File: src/rtl/led_bar_fill.sv
// Thermometer-fill LED bar: lights one LED every TICK_DIV enabled cycles, then raises a sticky full.
// Optional LED_BAR_FULL_BLINK_EN: once full, the bar blinks all-ones/all-zeros every TICK_DIV cycles.
`timescale 1ns/1ps
module led_bar_fill #(
    parameter int TICK_DIV = 10_000_000,
    parameter int NUM_LEDS = 13
) (
    input  logic                CLOCK,
    input  logic                RESETN,
    input  logic                en,
    output logic [NUM_LEDS-1:0] led,
    output logic                full,
    output logic                step
);
    localparam int DIV_W = $clog2(TICK_DIV);
    localparam logic [DIV_W-1:0] DIV_MAX = DIV_W'(TICK_DIV - 1);

    typedef enum logic [1:0] {IDLE, FILL, DONE} state_t;

    state_t              state_q, state_d;
    logic [DIV_W-1:0]    div_q, div_d;
    logic [NUM_LEDS-1:0] led_q, led_d;
    logic                full_q, full_d;
    logic                step_q, step_d;
    logic [NUM_LEDS-1:0] led_shift;
    logic                terminal;

    always_comb begin
        state_d   = state_q;
        div_d     = div_q;
        led_d     = led_q;
        full_d    = full_q;
        step_d    = 1'b0;
        led_shift = {led_q[NUM_LEDS-2:0], 1'b1};
        terminal  = (div_q == DIV_MAX);
        case (state_q)
            IDLE: begin
                div_d = '0;
                if (en) state_d = FILL;
            end
            FILL: begin
                // en low freezes the divider, even at terminal count
                if (en) begin
                    if (terminal) begin
                        div_d  = '0;
                        led_d  = led_shift;
                        step_d = 1'b1;
                        if (&led_shift) begin
                            state_d = DONE;
                            full_d  = 1'b1;
                        end
                    end else begin
                        div_d = div_q + DIV_W'(1);
                    end
                end
            end
            DONE: begin
`ifdef LED_BAR_FULL_BLINK_EN
                if (terminal) begin
                    div_d = '0;
                    led_d = ~led_q;
                end else begin
                    div_d = div_q + DIV_W'(1);
                end
`else
                div_d = '0;
`endif
            end
            default: state_d = IDLE;
        endcase
    end

    always_ff @(posedge CLOCK or negedge RESETN) begin
        if (!RESETN) begin
            state_q <= IDLE;
            div_q   <= '0;
            led_q   <= '0;
            full_q  <= 1'b0;
            step_q  <= 1'b0;
        end else begin
            state_q <= state_d;
            div_q   <= div_d;
            led_q   <= led_d;
            full_q  <= full_d;
            step_q  <= step_d;
        end
    end

    assign led  = led_q;
    assign full = full_q;
    assign step = step_q;
endmodule
File: config.mk
export PLATFORM = sky130hd
export DESIGN_NAME = led_bar_fill
export DESIGN_NICKNAME = d
export VERILOG_FILES = /design/src/rtl/led_bar_fill.sv
export SDC_FILE = /design/constraint.sdc
export NUM_CORES = 1
export LEC_CHECK = 0
export BUFFER_PORTS_ARGS = -buffer_cell sky130_fd_sc_hd__buf_2
export CORE_AREA = 4 4 71 73
export CTS_CLUSTER_DIAMETER = 200
export DETAILED_ROUTE_END_ITERATION = 12
export DIE_AREA = 0 0 75 77
export GPL_TIMING_DRIVEN = 0
export PLACE_DENSITY = 0.79
export RECOVER_POWER = 50
export SYNTH_ARGS = -nofsm -noshare
export SYNTH_HDL_FRONTEND = slang
export SYNTH_SLANG_ARGS = --single-unit
File: constraint.sdc
create_clock -name CLOCK -period 1.93 [get_ports CLOCK]
set_clock_uncertainty 0.2 [all_clocks]
set_input_delay 0.2895 -clock CLOCK [delete_from_list [all_inputs] [get_ports CLOCK]]
set_output_delay 0.2895 -clock CLOCK [all_outputs]
set_load 0.1 [all_outputs]
Yosys cells after proc, flatten, opt, wreduce, memory -nomap -nowiden
Index checks and enable logic that the tools add are counted.
Word-level totals
  bits of input ports: 3
  register bits after elaboration: 41
  logic and storage cells: 33
  output and inout port bits: 15
Operators by class
  equal/unequal tests: 7
  multiplexer cells: 11
  reduce and logical (&&, ||, !) cells: 8
  add/subtract/negate cells: 1
  bitwise gates (word level): 1
Operators with widths (count)
  $mux W24: 2
  $pmux W24 S2: 1
  $add A24 B1 Y24 const B: 1
  $eq A24 B24 Y1 const B: 1
  $reduce_and A15 Y1: 1
  $reduce_and A12 Y1: 1
  $mux W2: 4
  $ne A2 B2 Y1 const B: 4
  $pmux W2 S3: 1
  $reduce_and A5 Y1: 1
  $mux W1: 3
  $reduce_and A3 Y1: 1
  $eq A2 B1 Y1 const B: 1
  $eq A2 B2 Y1 const B: 1
  $logic_not A2 Y1: 1
  $reduce_and A2 Y1: 1
  $reduce_bool A2 Y1: 1
  $reduce_or A2 Y1: 1
  $not A1 Y1: 1

Depth between registers and ports, before layout
Gate-level depths: netlist (run 1).
  depth in word-level cells: 5
  gate-level depth with buffers: 7
  depth with buffers taken out: 6

Worst setup path after synthesis (run 1)
Ideal clock, no wire load.
  kind: flip-flop to flip-flop
  start: reg div_q[13]
  end: reg led_q[11], in the netlist led[11]
  stages on the path, launching flop included: 7
  buffers on the path: 2
  data arrival time: 1726 ps
  path slack: -124 ps
  library setup time: 128 ps
  path through: dfrtp_1 > nand4bb_2 > nor4_4 > and4_1 > buf_6 > buf_12 > mux2_1
Between the ends
  word-level cells in the longest chain between the ends: 2
Ends and longest elaborated chain
  start: declaration: line 21  | logic [DIV_W-1:0] div_q, div_d;
  start signal: assignment: line 82  | div_q <= div_d;
  $eq A24 B24 Y1: line 35  | terminal = (div_q == DIV_MAX);
  $reduce_and A3 Y1 (no source line)
  end signal: assignment: line 83  | led_q <= led_d;
  end: declaration: line 22  | logic [NUM_LEDS-1:0] led_q, led_d;
No other way between the ends.
A chain may end at the register's enable or synchronous reset.

Worst setup path in the final report (run 1)
Ends and elaborated chain as after synthesis.

==> results summary, run 1 <==
The flow ran to the end, but the final reports show violations. The checks that failed: setup timing. The cell area after layout is 2680 um^2. In this run the count of I/O pins placed on the die edge is 18.

The analysis attributes to net switching a power of about 0.46 mW. Across all layers, the routed design uses around 1800 vias. For hold timing, the worst endpoint is state_q[0]. The number of warnings issued by yosys came out at 0. The setup slack of the critical path after layout is -196 ps. The share of total power in combinational logic came out at 0.088.

The final layout contains 257 nets. Dividing the detail-routed wire length by the instance count gives 16.6 um. The count of antenna diodes in the layout came out at 0. The routed wire length came out at 5070 um. Measured along the x axis, the die boundary spans around 75 um. The critical path goes through nand4bb_4, nor4_4, and4_1, buf_6, clkbuf_16, mux2_4.

The total power of the final layout is between 1.5 and 2 mW. The clock sink count came out at 41. STA puts the critical path data arrival time at 2120 ps. The worst setup path is launched from a flip-flop. The peak ir drop on the vdd network is 469 uV. The startpoint of the most critical register-to-register path is div_q[13]. The count of H-tree levels built during CTS came out at 2.

The worst setup slack before clock tree synthesis is -254 ps. The filler cell count is 331. The fraction of the yosys area taken by sequential cells came out at 0.482. The highest clock frequency the design can meet came out at 470 MHz. Setup repair after global routing could not meet its margin everywhere. The switching part of the total power came out at 0.251. The endpoint class of the critical path is a flip-flop. The fraction of layout instances using a drive strength above 1 came out at 0.323. The category of the most critical setup path is reg -> reg. The number of nets in the synthesized netlist is 214.

The initial antenna violation count is 0. The slack of the worst reg-to-reg path came out at -200 ps. The cell internal power dissipation is 1.38 mW. The ratio of final minimum period to clock period is 1.10. Clock latency on the worst-skew pair, taken at its later pin, is 300 ps. The slowest cell on the critical path is sky130_fd_sc_hd__dfrtp_1. Final hold analysis gives a worst-case slack of between 80 and 90 ps. The startpoint of the lowest-slack hold path is en. The number of pins exceeding their max-slew limit in the final report came out at 0. The part of the power in registers is 0.515.

The post-detailed-route via-to-cell ratio came out at 5.97. The global placer's final weighted congestion came out at 0.877. The endpoint identified for the worst register-to-register timing path is led[11].

The gate count after technology mapping is 210. The tightest slew margin relative to the limit is 0.324. The via count of the first global-routing pass was 1748. The share of total power dissipated in the clock network is 0.397. The number of stages on the worst hold path is 3. Along the worst path, the maximum fanout reaches 5.

The wire length of the first global-routing pass is 7910 um. The count of buffer and inverter cells on the critical path came out at 2. A synthesized cell averages around 10 um^2. The count of nets left with antenna violations once routing finished came out at 0.

After routing, the total negative slack on setup checks comes to -3970 ps. The final setup violation count is 35. The largest incremental delay on the critical path came out at about 410 ps.

The final count of hold timing violations was 0. The number of violations reported at the end of detailed-routing iteration 0 is about 110. The die covers 5780 um^2. The clock slew at the register clock pins of the worst setup and hold paths came out at 80 ps. The initial utilization of the core area, before any placement, comes to 0.489. Counting cells, the worst reg-to-reg path comes to 6.

Broken down by cell family, the worst path's largest delay share belongs to simple AND/OR/NAND/NOR gates. In the routed design, unresolved DRC markers number 0. The layout overhead on the synthesized area came out at 25.8%. For this run, the total global-route usage over all layers was measured as 0.177. The clock tree from TritonCTS is built. Across the run, the number of max-cap violations was 0. The synthesized design contains ~40 register bits. The worst hold path belongs to the class in -> reg. The largest net degree at the start of global routing is 42. The total power per unit cell area is just under 700 nW/um^2.

After detailed placement, the total cell area comes to 2290 um^2. The analysis attributes to cell leakage a power of 1.23 nW. The distinct cell type count after synthesis came out at 43. In this run the clock root is driven by a sky130_fd_sc_hd__clkbuf_8.

The number of rows in the core area is 24. The required time at the endpoint of the critical path is 1920 ps. The residual overflow from global routing is 0.

The post-synth design cell area is 2130 um^2. The number of buffers on the longest clock path came out at 2. At the pin with the least slew margin, the transition time is 1010 ps.

The routed design could run at a clock period as short as 2130 ps. The die extent in y came out at 77 um. Input and output buffers added on the ports amount to 17. The total iterations of the first detailed-routing run came out at 5. The number of buffers inserted during clock tree synthesis is 5. The final HPWL from detailed placement is roughly 3100 um. The core area came out at 4350 um^2.
sequential cells by signal (all words and copies together), names as in the netlist:
| signal | count |
|---|---|
| div_q | 24 |
| full | 1 |
| led | 13 |
| state_q | 2 |
| step | 1 |
worst max path at each step:
stage	start	end	slack (ps)	cells after the start
after floorplan	div_q[7]	led[5]	-60	6
after global placement	div_q[7]	led[11]	-240	6
after detailed placement	div_q[7]	led[7]	-250	6
after CTS	div_q[16]	led[7]	-130	6
after global routing	div_q[13]	led[11]	-280	6
final	div_q[13]	led[11]	-200	6
power groups by stage:
stage               clock network, mW  registers (mW)  logic (mW)
floorplan                           0           0.936      0.0883
global placement                    0           0.941       0.129
detailed placement                  0           0.941       0.134
CTS                             0.736           0.934       0.151
global route                    0.786           0.950       0.177
finish                          0.729           0.946       0.162
Yosys cell counts (all sizes together):
library cell | number | area share
a22o | 2 | 0.0082
a31o | 1 | 0.0041
o211ai | 1 | 0.0035
nor3 | 8 | 0.021
nand4bb | 1 | 0.0076
inv | 7 | 0.012
a31oi | 2 | 0.0059
nand3 | 20 | 0.047
dfrtp | 41 | 0.48
or4 | 1 | 0.0035
a32oi | 1 | 0.0041
mux2 | 12 | 0.078
or2 | 1 | 0.0029
o31ai | 1 | 0.0035
mux2i | 5 | 0.023
nor4 | 4 | 0.022
nand2b | 4 | 0.012
nand2 | 15 | 0.026
and3 | 3 | 0.0088
o21ai | 13 | 0.031
and2 | 2 | 0.0059
ha | 1 | 0.0059
and4 | 2 | 0.0094
clkbuf | 2 | 0.0035
or3 | 5 | 0.015
xor2 | 3 | 0.012
buf | 7 | 0.028
a21oi | 11 | 0.026
nand4 | 12 | 0.035
a21o | 5 | 0.018
nor2 | 14 | 0.026
nor3b | 3 | 0.011
cells in the final DEF (no fill, tap or decap), drive strengths merged, types with 2 or more instances in the layout:
master and instances:
dfrtp 41, buf 36, nand3 20, nand2 15, nor2 14, clkbuf 14
o21ai 13, nand4 12, mux2 12, a21oi 11, nor3 8, inv 7
mux2i 5, a21o 5, or3 5, nand2b 4, nor4 4, xor2 3
and3 3, nor3b 3, a31oi 2, and2 2, a22o 2, and4 2
stage by stage:
step / cells / util
after CTS: 296 / 0.583
after floorplan: 210 / -
final: 306 / 0.616
after global placement: 279 / 0.526
after global routing: 306 / 0.616
after detailed placement: 279 / 0.526
metal layers:
metal  up-vias  routed length, um  share of wire  global-route usage
met5         -                  0              0                   0
met4         0                 82          0.016              0.0943
met3         8                325          0.064              0.0497
met2        63               2550           0.50               0.269
met1       905               2110           0.42               0.224
li1        850                  -              -                   -
kinds of logic after synthesis:
| logic type | Yosys count | share of synthesized area |
|---|---|---|
| muxes | 17 | 0.101 |
| xor gates and xnor gates | 3 | 0.0123 |
| adders and majority gates | 1 | 0.00587 |
| buffers and inverters | 16 | 0.0435 |
| AOI/OAI and AO/OA | 37 | 0.103 |
| DFF | 41 | 0.482 |
| and+or+nand+nor | 95 | 0.252 |
layout make-up:
cell class | count | area [um^2] | share of cell area
timing repair buffer | 36 | 248 | 0.0924
sequential | 41 | 1030 | 0.385
multi-input combinational | 153 | 1110 | 0.415
buffer | 9 | 77.6 | 0.0289
inverter | 7 | 26.3 | 0.00980
clock inverter | 2 | 37.5 | 0.0140
clock buffer | 6 | 82.6 | 0.0308
tap | 52 | 65.1 | 0.0243
timing repair:
action,4_1_cts,5_1_grt
hold buffers,1,0
pin swaps,3,4
hold endpoints to repair,41,0
gates resized for setup,15,13
endpoints found under the setup margin,35,36
cloned,0,2
setup buffers,8,8
worst register-to-register path: cells and delay by family (launching register included):
kind / cells / cell delay, ps
simple gates: 3 / 850
flops: 1 / 410
mux: 1 / 290
buf+inv: 2 / 270
Note: power is estimated with default switching activity, not from simulation.
==> run 2, diff against run 1 <==
--- a/config.mk
+++ b/config.mk
@@ -11,7 +11,8 @@
 export DETAILED_ROUTE_END_ITERATION = 12
 export DIE_AREA = 0 0 75 77
 export GPL_TIMING_DRIVEN = 0
-export PLACE_DENSITY = 0.79
+export MAX_ROUTING_LAYER = met4
+export PLACE_DENSITY = 0.77
 export RECOVER_POWER = 50
 export SYNTH_ARGS = -nofsm -noshare
 export SYNTH_HDL_FRONTEND = slang
==> constraint.sdc (replaced) <==
create_clock -name CLOCK -period 2.67 [get_ports CLOCK]
set_clock_uncertainty 0.2 [all_clocks]
set_input_delay 0.4005 -clock CLOCK [delete_from_list [all_inputs] [get_ports CLOCK]]
set_output_delay 0.4005 -clock CLOCK [all_outputs]
set_load 0.1 [all_outputs]
==> results summary, run 2 (synthesis gave the netlist of run 1 again) <==
The flow ran to the end, and the final reports show no timing, DRC or antenna violations. The net load switching power is roughly 0.31 mW. The cell internal power dissipation is 0.957 mW. The I/O pin count came out at 18. Measured against its own limit, the worst slew margin works out to 0.213.

The startpoint of the most critical register-to-register path is div_q[0]. The signal on the critical path passes through ha_1, nand3_1, nor2_2, and4_1, buf_6, buf_12, mux2_1. The area of the die came out at a little under 6000 um^2. The library cell used most frequently in the layout, excluding fill and tap cells, is sky130_fd_sc_hd__dfrtp_1. Dividing the final minimum period by the clock period gives 0.846. The total iterations of the first detailed-routing run is 4.

The die boundary width is 75 um. The instance area after placement is between 2000 and 2500 um^2. Summed over all cells, the static leakage comes to 1.05 nW.

The final setup violation count is 0. The final count of hold timing violations came out at 0. The cell depth of the worst flop-to-flop path came out at 7. The clock sink count is 41.

Across all layers, the routed design uses ~1700 vias. The number of pins exceeding their max-slew limit in the final report is 0. The required time at the endpoint of the critical path is 2660 ps. STA classifies the critical path startpoint as a flip-flop. The die extent in y is 77 um. The initial core utilization is 0.489. The initial antenna violation count is 0.

The final critical-path required period is approximately 2300 ps. The total power per unit cell area came out at 530 nW/um^2. The share of total power in combinational logic came out at 0.075. The fraction of layout instances using a drive strength above 1 is 0.179. Once the clock tree was built, the resizer swapped 0 gates to a different size. The endpoint class of the critical path is a flip-flop. The max-capacitance violation count came out at 0.

Static timing analysis puts the maximum clock frequency at ~440 MHz. Compared with the post-synthesis result, the final layout area differs by 12.0%. The source of the critical timing path is div_q[0]. VDD sags by at most 462 uV. The residual overflow from global routing came out at 0. The number of buffers on the longest clock path is 2. Along the worst path, the maximum fanout reaches 10. The core area is 4350 um^2. The count of buffer and inverter cells on the critical path came out at 2.

The total negative slack for setup checks is 0 ps. The number of cells in the finished layout apart from fillers came out at 287. The average detailed-routed wire length per instance is approximately 15 um. The total number of nets in the final design came out at approximately 240. The filler cell count is approximately 400. The relative contribution of the clock network to total power came out at 0.397. The via count of the first global-routing pass is about 1600.

After routing the design area is 2390 um^2. Broken down by cell family, the worst path's largest delay share belongs to simple AND/OR/NAND/NOR gates. The first global-routing pass estimated 7290 um of wire. The number of violations reported at the end of detailed-routing iteration 0 is 106. The number of hold buffers added after CTS was 0. The residual antenna-violating net count after detailed routing is 0. In the layout the commonest cells are sky130_fd_sc_hd__dfrtp_1, sky130_fd_sc_hd__nand3_1, sky130_fd_sc_hd__nand2_1. The part of the power in registers is 0.528.

For the pin with the worst max-slew slack, the measured transition is around 1200 ps. The critical path crosses 7 cells after its start point. Clock-pin slew was measured on the worst setup and hold paths at 80 ps. 0 antenna diodes ended up in the layout.

Setup repair after global routing left no endpoint under its margin. The largest net degree at the start of global routing came out at 42. The global placer's final weighted congestion came out at 0.914. The largest individual stage delay along the critical path comes from the cell sky130_fd_sc_hd__dfrtp_1.

The category of the most critical setup path is reg -> reg. The register with the highest flop count is div_q. At the end of the flow the core is filled with cells to 0.548.

The switching part of the total power is 0.244. The data arrival time of the critical path is 2250 ps. In the routed design, unresolved DRC markers number 0. The number of buffers inserted to repair setup after CTS is 0. The number of cells after detailed placement came out at 279. The worst hold path belongs to the class in -> async. The HPWL after detailed placement is 3010 um. The clock tree from TritonCTS is built. The root buffer cell chosen for the clock tree is sky130_fd_sc_hd__clkbuf_8.

In the global route stage, overall resource usage came out at 0.164. Wires add up to 4320 um. The number of buffers inserted during clock tree synthesis came out at 5. The post-detailed-route via-to-cell ratio came out at between 6 and 7. The clock insertion delay at the later pin of the skew report is ~300 ps. The count of H-tree levels built during CTS is 2.

The largest incremental delay on the critical path is 390 ps. The total power of the final layout came out at 1.27 mW. The flip-flop count of the largest register, all copies and words added is 24. The count of buffers added on input and output ports is 17. The number of rows in the core area came out at 24.
-- run 2: cell count changes in the layout (fill, tap and decap cells not counted), moves of 2 or more --
cell and delta:
sky130_fd_sc_hd__nand3_1 +4, sky130_fd_sc_hd__clkbuf_2 -4, sky130_fd_sc_hd__nand3_2 -3, sky130_fd_sc_hd__mux2_4 -2, sky130_fd_sc_hd__dfrtp_1 +5, sky130_fd_sc_hd__nor3_4 -2
sky130_fd_sc_hd__buf_4 -18, sky130_fd_sc_hd__clkbuf_1 +7, sky130_fd_sc_hd__o21ai_0 +2, sky130_fd_sc_hd__dfrtp_2 -5, sky130_fd_sc_hd__mux2_1 +2
-- run 2: metal layers --
layer / vias to the layer above / routed length (um) / GRT usage / part of all wire
li1: 818 / - / - / -
met2: 59 / 2000 / 0.251 / 0.46
met3: 7 / 339 / 0.0327 / 0.079
met1: 854 / 1900 / 0.210 / 0.44
met4: 0 / 74 / 0.0694 / 0.017
met5: - / 0 / - / 0
-- run 2: final cells by class --
| cell class | instances | area (um^2) | area share |
|---|---|---|---|
| Buffer | 9 | 66.3 | 0.0278 |
| Clock buffer | 5 | 68.8 | 0.0288 |
| Clock inverter | 3 | 46.3 | 0.0194 |
| Inverter | 7 | 26.3 | 0.0110 |
| Multi-Input combinational cell | 153 | 1010 | 0.424 |
| Sequential cell | 41 | 1030 | 0.430 |
| Tap cell | 52 | 65.1 | 0.0273 |
| Timing Repair Buffer | 17 | 76.3 | 0.0320 |
-- run 2: path summary, 6_finish.rpt --
check	end	slack [ps]
max	led[11]	410
max in group asynchronous	div_q[11]	1700
min in group CLOCK	state_q[0]	190
min	led[7]	20
max reg2reg	led[11]	410
min reg2reg	full	280
-- run 2: through the flow --
stage / setup slack (ps) / hold WS, ps
after floorplan: 616 / -95.1
after global placement: 445 / 246
after detailed placement: 424 / 247
after CTS: 410 / 48.2
after global routing: 261 / 82.6
final: 411 / 17.7
-- run 2: power groups by stage --
| stage | logic (mW) | clock network [mW] | registers, mW |
|---|---|---|---|
| global route | 0.109 | 0.537 | 0.676 |
| detailed placement | 0.0963 | 0 | 0.681 |
| global placement | 0.0928 | 0 | 0.679 |
| finish | 0.0945 | 0.503 | 0.669 |
| CTS | 0.0968 | 0.514 | 0.669 |
| floorplan | 0.0635 | 0 | 0.676 |
==> run 3, diff against run 2 <==
--- a/config.mk
+++ b/config.mk
@@ -5,14 +5,15 @@
 export SDC_FILE = /design/constraint.sdc
 export NUM_CORES = 1
 export LEC_CHECK = 0
+export ABC_AREA = 1
 export BUFFER_PORTS_ARGS = -buffer_cell sky130_fd_sc_hd__buf_2
-export CORE_AREA = 4 4 71 73
+export CORE_AREA = 4 4 72 74
 export CTS_CLUSTER_DIAMETER = 200
 export DETAILED_ROUTE_END_ITERATION = 12
-export DIE_AREA = 0 0 75 77
+export DIE_AREA = 0 0 76 78
 export GPL_TIMING_DRIVEN = 0
 export MAX_ROUTING_LAYER = met4
-export PLACE_DENSITY = 0.77
+export PLACE_DENSITY = 0.78
 export RECOVER_POWER = 50
 export SYNTH_ARGS = -nofsm -noshare
 export SYNTH_HDL_FRONTEND = slang
==> constraint.sdc (replaced) <==
create_clock -name CLOCK -period 2.2 [get_ports CLOCK]
set_clock_uncertainty 0.2 [all_clocks]
set_input_delay 0.33 -clock CLOCK [delete_from_list [all_inputs] [get_ports CLOCK]]
set_output_delay 0.33 -clock CLOCK [all_outputs]
set_load 0.1 [all_outputs]
==> results summary, run 3 <==
The flow ran to the end, and the final reports show no timing, DRC or antenna violations. The largest net degree at the start of global routing came out at 42. The library cell used most frequently in the layout, excluding fill and tap cells, is sky130_fd_sc_hd__nand2_1. In this run the worst setup path begins at div_q[0].

The wire length of the first global-routing pass came out at 8410 um. No sink is reached through more buffers than the 2 on the longest clock path. The number of buffers inserted to repair setup after CTS is 0. In the layout the commonest cells are sky130_fd_sc_hd__nand2_1, sky130_fd_sc_hd__dfrtp_1, sky130_fd_sc_hd__inv_1, sky130_fd_sc_hd__nor2_1, sky130_fd_sc_hd__nand3_1. The via count of the first global-routing pass came out at around 1800. The root buffer cell is sky130_fd_sc_hd__clkbuf_8. Setup repair after global routing left no endpoint under its margin. For this design the static power due to leakage is approximately 1.2 nW.

The worst register-to-register path begins at div_q[0]. The total routing usage reported by global routing came out at 0.176. The total number of nets in the final design is approximately 320. The number of I/O port buffers came out at 17. TritonCTS built the clock tree. In the final timing run, aggregate negative setup slack is 0 ps. During synthesis, Yosys emitted a total of 0 warnings.

The clock sink count is 41. The total vias in the final route is roughly 2000. The initial antenna violation count came out at 0. The detail route stage leaves a number of antenna-violating nets equal to 0. The clock slew at the register clock pins of the worst setup and hold paths is 80 ps. At the worst endpoint, the required time is 2190 ps. The largest incremental delay on the critical path came out at 400 ps. Of the post-synthesis cell area, the dominant cell type holds 0.458. The distinct cell type count after synthesis came out at 30. STA classifies the critical path endpoint as a flip-flop. The number of violations reported at the end of detailed-routing iteration 0 is 81. The DRC violation count after routing came out at 0.

The number of rows in the core area is 25. The max-capacitance violation count came out at 0. The synthesized flop and latch total is 41. The total power of the final layout came out at 1.40 mW.

The top cell family by delay on the critical path is simple AND/OR/NAND/NOR gates. The final setup violation count came out at 0. The core region is 4600 um^2. In this run the tightest slew margin relative to its limit is 0.305. The worst setup path is launched from a flip-flop.

Synthesis produced a netlist with a net count of 298. The slew of the pin with the lowest slew margin came out at 1040 ps. The number of flops mapped to enable cells by yosys came out at 0.

The critical path is of the reg -> reg type. The share of the Yosys chip area taken by registers is 0.458. The final HPWL from detailed placement is roughly 3500 um. Measured along the x axis, the die boundary spans around 76 um.

The number of gates given a new drive strength after cts came out at 0. The final count of hold timing violations is 0. The fraction of the core area covered by cells at the end of the flow came out at 0.547. In the finished design, the share of the clock period the worst path needs comes to 0.850. For this run, asynchronously set or reset flops after synthesis account for 1.00. Counting both buffers and inverters, the worst setup path holds a total of 0. The cell area that synthesis handed to floorplanning was 2240 um^2. The die extent in y is 78 um. Yosys attributes the largest share of cell area to sky130_fd_sc_hd__dfrtp_1, sky130_fd_sc_hd__nand2_1, sky130_fd_sc_hd__nand3_1.

Of all cell types, the one taking the most synthesized area is sky130_fd_sc_hd__dfrtp_1. Synthesis produced 294 cells. The critical path goes through ha_1, nand3_2, nor2_1, nand3b_1, nor2_1, nand2_1, nand3_1, nand2_1.

The I/O pin count came out at 18. The slowest cell on the critical path is sky130_fd_sc_hd__dfrtp_1. The number of buffers inserted by hold repair at cts came out at 0. The initial core utilization is 0.487.

The average size of a mapped cell came out at 7.62 um^2. The die covers 5930 um^2. The number of buffers inserted during clock tree synthesis is 5. The highest clock frequency the design can meet is 535 MHz. The layout overhead on the synthesized area is 12.2%. Dividing total power by cell area gives a power density of roughly 560 nW/um^2. The later pin in the worst-skew pair is clocked with a latency of 290 ps.

The count of antenna diodes in the layout is 0. Of all nets on the critical path, the largest fanout is 5. The total iterations of the first detailed-routing run is 4. The final critical-path required period came out at 1870 ps.

The peak ir drop on the vdd network came out at 392 uV. Ranked by instance count, the synthesized netlist is headed by sky130_fd_sc_hd__nand2_1, sky130_fd_sc_hd__dfrtp_1, sky130_fd_sc_hd__inv_1, sky130_fd_sc_hd__nor2_1, sky130_fd_sc_hd__nand3_1. CTS built an H-tree with a depth of 2.

For this block, the routed nets add up to 4760 um of wire. The post-detailed-route via-to-cell ratio is 5.23. Of the cells placed in the final design, the portion with a size suffix greater than 1 is 0.154. The residual overflow from global routing is 0.

For the worst setup path, the data arrival time is 1860 ps. The class of the most critical hold timing path is in -> async. Among all flip-flop cells after synthesis, the most frequent one is sky130_fd_sc_hd__dfrtp_1. The cell with the most instances after synthesis is sky130_fd_sc_hd__nand2_1. The flip-flop count of the largest register, all copies and words added is 24. The number of pins exceeding their max-slew limit in the final report came out at 0. The global placer's final weighted congestion is 0.866. The average detailed-routed wire length per instance is 12.8 um.

More flip-flops sit in one register than any other, and that register is div_q.
==> run 3: cell count changes after synthesis, moves of 6 or more <==
cell / previous run / this run
sky130_fd_sc_hd__nand2_1: 15 / 93
sky130_fd_sc_hd__inv_1: 7 / 29
sky130_fd_sc_hd__nor2_1: 13 / 29
sky130_fd_sc_hd__a21oi_1: 11 / 3
sky130_fd_sc_hd__mux2_4: 8 / 0
sky130_fd_sc_hd__o22ai_1: 0 / 6
==> run 3: worst reg2reg max path, cell delays in order, from the launching register on <==
cell	delay (ps)
sky130_fd_sc_hd__dfrtp_1	400
sky130_fd_sc_hd__ha_1	240
sky130_fd_sc_hd__nand3_2	160
sky130_fd_sc_hd__nor2_1	230
sky130_fd_sc_hd__nand3b_1	220
sky130_fd_sc_hd__nor2_1	140
sky130_fd_sc_hd__nand2_1	60
sky130_fd_sc_hd__nand3_1	80
sky130_fd_sc_hd__nand2_1	50
==> run 3: cells by family after synthesis <==
logic type / Yosys count / share of synthesized area
XOR/XNOR: 7 / 0.0274
flip-flops: 41 / 0.458
buffers and inverters: 37 / 0.0731
adder cells (fa/ha/maj): 1 / 0.00558
AND/OR/NAND/NOR: 172 / 0.337
AO/OA/AOI/OAI: 36 / 0.0994
==> run 3: cell type report <==
type,count,area [um^2]
Inverter,32,120
Multi-Input combinational cell,216,1050
Clock inverter,2,37.5
Fill cell,413,2080
Buffer,5,43.8
Clock buffer,6,82.6
Timing Repair Buffer,17,85.1
Tap cell,54,67.6
Sequential cell,41,1030
==> run 3: routing by layer <==
layer | vias up | wire length [um] | global-route usage
met3 | 8 | 249 | 0.0313
met4 | 0 | 85 | 0.0641
met2 | 43 | 2240 | 0.287
li1 | 997 | - | -
met5 | - | 0 | -
met1 | 904 | 2190 | 0.220
==> run 3: final timing paths <==
check	end	slack, ps	cells after the start
worst max-delay path	div_q[16]	330	8
max in group asynchronous	div_q[6]	1150	1
worst min-delay path	div_q[8]	6	1
min in group CLOCK	state_q[0]	160	3
worst min register to register	full	300	1
worst max register to register	div_q[16]	330	8
==> run 3: stage by stage <==
stage                     instances  cell area [um^2]  hold WS [ps]  worst slack, ps
after floorplan                 294              2240          -166              265
after global placement          365              2390           272              371
after detailed placement        365              2390           275              343
after CTS                       373              2510          7.01              327
after global routing            373              2510          94.6              152
final                           373              2510          6.00              330
==> run 3: power breakdown <==
group | total (mW) | switching, mW | leakage (nW) | internal [mW]
clock network | 0.636 | 0.267 | 0.0574 | 0.369
logic | 0.0163 | 0.0151 | 0.554 | 0.00121
registers | 0.753 | 0 | 0.547 | 0.753
